File: src/rtl/transaccion_pkg.sv
// Shared constants and helpers for the transaction-layer scheduler.
// Word layout: destination output FIFO in the two top bits of each word.
package transaccion_pkg;

    localparam int NUM_FIFOS      = 4;
    localparam int FIFO_WORD_SIZE = 10;
    localparam int DEST_MSB       = 9;
    localparam int DEST_LSB       = 8;

    function automatic logic [NUM_FIFOS-1:0] dest_onehot(
        input logic [FIFO_WORD_SIZE-1:0] word
    );
        dest_onehot = 4'b0001 << word[DEST_MSB:DEST_LSB];
    endfunction

endpackage

File: src/rtl/rr_priority_enc.sv
// Round-robin priority encoder: rotate, find first, un-rotate.
// Ports: req (4 requests), ptr (search start) -> gnt (any), idx (winner).
module rr_priority_enc (
    input  logic [3:0] req,
    input  logic [1:0] ptr,
    output logic       gnt,
    output logic [1:0] idx
);

    logic [7:0] dbl;
    logic [3:0] rot;
    logic [1:0] off;

    always_comb begin
        // rot[k] is request (ptr + k) mod 4
        dbl = {req, req} >> ptr;
        rot = dbl[3:0];
        off = 2'd0;
        if (rot[0])      off = 2'd0;
        else if (rot[1]) off = 2'd1;
        else if (rot[2]) off = 2'd2;
        else if (rot[3]) off = 2'd3;
        gnt = |req;
        idx = ptr + off;
    end

endmodule

File: src/rtl/arbitro_rr.sv
// Round-robin mover from four input FIFOs to four output FIFOs.
// Ports: clk, reset_L, active, fifo_in_empty/data, fifo_out_almost_full
//        -> pop_in (comb), push_out, data_out, grant_idx, idle (registered).
module arbitro_rr
    import transaccion_pkg::*;
(
    input  logic                                clk,
    input  logic                                reset_L,
    input  logic                                active,
    input  logic [NUM_FIFOS-1:0]                fifo_in_empty,
    input  logic [NUM_FIFOS*FIFO_WORD_SIZE-1:0] fifo_in_data,
    input  logic [NUM_FIFOS-1:0]                fifo_out_almost_full,
    output logic [NUM_FIFOS-1:0]                pop_in,
    output logic [NUM_FIFOS-1:0]                push_out,
    output logic [FIFO_WORD_SIZE-1:0]           data_out,
    output logic [1:0]                          grant_idx,
    output logic                                idle
);

    logic [1:0]                rr_ptr_q, rr_ptr_d;
    logic [1:0]                sel_q, sel_d;
    logic                      vld_q, vld_d;
    logic [NUM_FIFOS-1:0]      push_out_q, push_out_d;
    logic [FIFO_WORD_SIZE-1:0] data_out_q, data_out_d;
    logic [1:0]                grant_idx_q, grant_idx_d;
    logic                      idle_q, idle_d;

    logic                      any_req;
    logic [1:0]                sel;
    logic                      grant;
    logic [FIFO_WORD_SIZE-1:0] sel_word;

    rr_priority_enc u_enc (
        .req (~fifo_in_empty),
        .ptr (rr_ptr_q),
        .gnt (any_req),
        .idx (sel)
    );

    // Stall only gates new grants; words already popped always drain.
    assign grant = active && (fifo_out_almost_full == '0) && any_req;

    // The popped word appears on the FIFO outputs one cycle after the pop.
    assign sel_word = fifo_in_data[sel_q*FIFO_WORD_SIZE +: FIFO_WORD_SIZE];

    always_comb begin
        pop_in = '0;
        // Gated by reset so no pop escapes while the pipeline is cleared.
        if (grant && reset_L) begin
            pop_in = 4'b0001 << sel;
        end
    end

    always_comb begin
        rr_ptr_d    = rr_ptr_q;
        grant_idx_d = grant_idx_q;
        if (grant) begin
            rr_ptr_d    = sel + 2'd1;
            grant_idx_d = sel;
        end
        sel_d = sel;
        vld_d = grant;

        data_out_d = data_out_q;
        push_out_d = '0;
        if (vld_q) begin
            data_out_d = sel_word;
            push_out_d = dest_onehot(sel_word);
        end

        idle_d = (fifo_in_empty == '1) && !grant && !vld_q
                 && (push_out_q == '0);
    end

    always_ff @(posedge clk or negedge reset_L) begin
        if (!reset_L) begin
            rr_ptr_q    <= '0;
            sel_q       <= '0;
            vld_q       <= 1'b0;
            push_out_q  <= '0;
            data_out_q  <= '0;
            grant_idx_q <= '0;
            idle_q      <= 1'b1;
        end else begin
            rr_ptr_q    <= rr_ptr_d;
            sel_q       <= sel_d;
            vld_q       <= vld_d;
            push_out_q  <= push_out_d;
            data_out_q  <= data_out_d;
            grant_idx_q <= grant_idx_d;
            idle_q      <= idle_d;
        end
    end

    assign push_out  = push_out_q;
    assign data_out  = data_out_q;
    assign grant_idx = grant_idx_q;
    assign idle      = idle_q;

endmodule

File: config.mk
export PLATFORM = sky130hd
export DESIGN_NAME = arbitro_rr
export DESIGN_NICKNAME = d
export VERILOG_FILES = /design/src/rtl/transaccion_pkg.sv /design/src/rtl/rr_priority_enc.sv /design/src/rtl/arbitro_rr.sv
export SDC_FILE = /design/constraint.sdc
export NUM_CORES = 1
export LEC_CHECK = 0
export ABC_AREA = 1
export CAP_MARGIN = 5
export CORE_ASPECT_RATIO = 0.75
export CORE_MARGIN = 2
export CORE_UTILIZATION = 25
export CTS_CLUSTER_DIAMETER = 100
export DETAILED_ROUTE_END_ITERATION = 8
export GPL_TIMING_DRIVEN = 0
export PLACE_DENSITY = 0.67
export SETUP_SLACK_MARGIN = 0.05
export SYNTH_ARGS = -nofsm -noshare
export SYNTH_HDL_FRONTEND = slang
export SYNTH_SLANG_ARGS = --single-unit
File: constraint.sdc
create_clock -name clk -period 2.1 [get_ports clk]
set_input_delay 0.315 -clock clk [delete_from_list [all_inputs] [get_ports clk]]
set_output_delay 0.315 -clock clk [all_outputs]
set_load 0.02 [all_outputs]
==> results.json <==
{
  "outcome": "finished with violations",
  "violations": "negative setup slack",
  "synthToLayoutAreaGrowth_pct": 82.4,
  "r2r_slack_ns": 0.09,
  "drc_errors": 0,
  "worstSetupStartpointType": "register",
  "max_freq_mhz": 396,
  "drv_cap": 0,
  "pin_count": 72,
  "cp_top_family": "simple AND/OR/NAND/NOR gates",
  "rows": 23,
  "synthArstFlopShare": 1.00,
  "slew_headroom": 0.662,
  "ant_nets": 0,
  "hold_viol_final": 0,
  "vias_per_cell": 4.34,
  "syn_area_per_cell_um2": 7.05,
  "synth_cell_types": 24,
  "dieHeight_um": 68.2,
  "firstDrtPassIters": 4,
  "synth_edf_count": 0,
  "ys.flop_type": "dfrtp_1",
  "end_kind": "output pin",
  "finalCritPeriodShare": 1.20,
  "overflow": 0,
  "ys_warn_count": 0,
  "io_buffer_count": 71,
  "start_util": 0.258,
  "grt_pass1_vias": 1404,
  "finalSetupViolations": 4,
  "wl_mm": 4.44,
  "grt_max_degree": 25,
  "dp_hpwl_mm": 3.13,
  "die_x_um": 89.6,
  "worstSetupPathType": "reg -> out",
  "crit_buf_inv": 4,
  "cp.arrival_ns": 2.21,
  "synth_area_um2": 1380,
  "ir_drop_mv": 0.542,
  "tightestPinTransition_ns": 0.506,
  "cts.sinks": 22,
  "wl_per_cell_um": 12.4,
  "path_depth": 13,
  "die-area_um2": 6120,
  "final_cell_count_no_fill": 357,
  "slowest_stage": "dfrtp_1",
  "htree_num_levels": 1,
  "reg2reg_depth": 13,
  "placedCellCount": 341,
  "critPathMaxStageDelay_ns": 0.37,
  "yosysSeqAreaShare": 0.401,
  "holdWs_ns": 0.380,
  "drive_above_1_share": 0.216,
  "synth_cells": 195,
  "antenna_cells": 0,
  "path_cells": "buf_6 -> clkinv_8 -> nand2_1 -> nand3_2 -> a31oi_2 -> nor2_1 -> ha_2 -> xnor2_2 -> nand3_2 -> buf_6 -> nand3_4 -> nor2_4 -> buf_6",
  "clock_latency_ns": 0.26,
  "worstReg2RegEnd": "rr_ptr_q[1]",
  "p_leak_nw": 1.11,
  "cts_made_buffers": 3,
  "gr-usage-all-layers": 0.142,
  "fillers": 517,
  "rsz0062_at_grt": "yes",
  "path_clk_slew_ns": 0.08,
  "nNetsFinal": 335,
  "ctsHoldBuffers": 0,
  "period_minus_slack_ns": 2.52,
  "critPathMaxFanout": 8,
  "grt_first_pass_wirelength_mm": 6.63,
  "slew_violations": 0,
  "coreArea_um2": 5320,
  "cts_max_path_buffers": 2,
  "antenna_found_initial": 0,
  "ys_ff_latch": 22,
  "drt_iter0_markers": 78,
  "synthesis.nets": 247,
  "crit_required_ns": 1.78,
  "cts_tree": "yes",
  "rr_startpoint": "rr_ptr_q[0]",
  "clock_skew_ns": 0.00156,
  "clock-root-buffer": "clkbuf_8",
  "num_vias": 1550,
  "setup_slack_ns": -0.423,
  "cellPowerDensity_nw_per_um2": 1300,
  "crit_top_cell": "buf_6",
  "gp_congestion": 0.789,
  "hold_class": "in -> async"
}
-- how the worst max path moves through the flow --
stage                     startpoint   endpoint
floorplan                rr_ptr_q[0]  pop_in[0]
global placement    fifo_in_empty[3]  pop_in[2]
detailed placement  fifo_in_empty[3]  pop_in[2]
CTS                      rr_ptr_q[0]  pop_in[2]
global route             rr_ptr_q[0]  pop_in[1]
finish                   rr_ptr_q[0]  pop_in[0]
-- cell families after synthesis --
group,Yosys count,synth area share
buf+inv,22,0.0783
xor+xnor,1,0.00637
fa+ha+maj,1,0.00910
compound gates,28,0.112
flops,22,0.401
simple gates,121,0.393
-- what timing repair did --
action,CTS,global route
pin swaps,11,11
gates resized for setup,34,17
setup buffers,10,1
endpoints found under the setup margin,4,7
-- final cells by class --
type                    instances  area (um^2)  share of cell area
clock inverters                 1         30.0              0.0120
multi-input cells             151          847               0.338
inverters                      13         61.3              0.0244
repair buffers                 83          832               0.332
well taps                      75         93.8              0.0374
clock buffers                   3         41.3              0.0165
flip-flops and latches         22          552               0.220
plain buffers                   9         51.3              0.0204
-- Yosys cell counts, types with 2 or more instances --
master    count  area share
a21oi_1       2      0.0073
inv_1        10       0.027
nand2_1      34       0.093
nand3_2       3       0.022
clkbuf_1      5       0.014
nand2_2       9       0.041
nor2_1       55        0.15
a31oi_1       9       0.041
o21ai_0      16       0.058
dfrtp_1      21        0.38
buf_6         2       0.016
nor3_1        2      0.0073
nand3_1      14       0.051
nand2_4       2       0.016
buf_2         2      0.0073
-- worst reg2reg max path, cell delays in order, from the launching register on --
cell and delay (ns):
dfrtp_1 0.37, buf_6 0.16, clkinv_8 0.08, nand2_1 0.09, nand3_2 0.09, a31oi_2 0.18, nor2_1 0.07, ha_2 0.18
xnor2_2 0.16, nand3_2 0.15, buf_6 0.15, buf_4 0.12, nand3_2 0.05, nand3_2 0.05
-- state kept, by name, summed over array words and instances, names as in the netlist --
name,cells
data_out,10
sel_q,2
push_out,4
grant_idx,2
idle,1
vld_q,1
rr_ptr_q,2
-- per-stage QoR --
stage | utilization | power (mW) | worst slack (ns) | cell area [um^2] | setup TNS, ns
finish | 0.471 | 3.27 | -0.423 | 2510 | -1.67
global route | 0.471 | 3.52 | -0.589 | 2510 | -2.42
CTS | 0.451 | 3.07 | -0.449 | 2400 | -1.74
detailed placement | 0.417 | 2.38 | -1.03 | 2220 | -4.48
global placement | 0.417 | 2.37 | -1.02 | 2220 | -4.38
floorplan | - | 1.83 | 0.0340 | 1420 | 0
-- power breakdown --
group	switching [mW]	total, mW	internal [mW]
sequential	0.0774	0.651	0.574
combinational	1.21	2.21	1.01
clock	0.147	0.402	0.255
total	1.43	3.27	1.84
-- cells in the final DEF, fill, tap and decap left out, drive strengths merged, types with 2 or more instances in the layout --
cell,netlist,routed
nor2,56,56
inv,12,11
a31oi,9,9
nand2,45,45
nor3,2,2
nand3,17,17
clkbuf,5,8
clkinv,1,2
a21oi,2,2
dlygate4sd2,0,3
clkdlybuf4s50,0,63
dfrtp,21,21
o21ai,16,16
buf,4,20
-- layer usage --
metal	global-route usage	share of wire	wire, um
met1	0.192	0.47	2070
met3	0.0350	0.064	285
met5	0	0	0
met2	0.233	0.46	2050
met4	0.0280	0.0065	29
(Power assumes the default switching activity.)
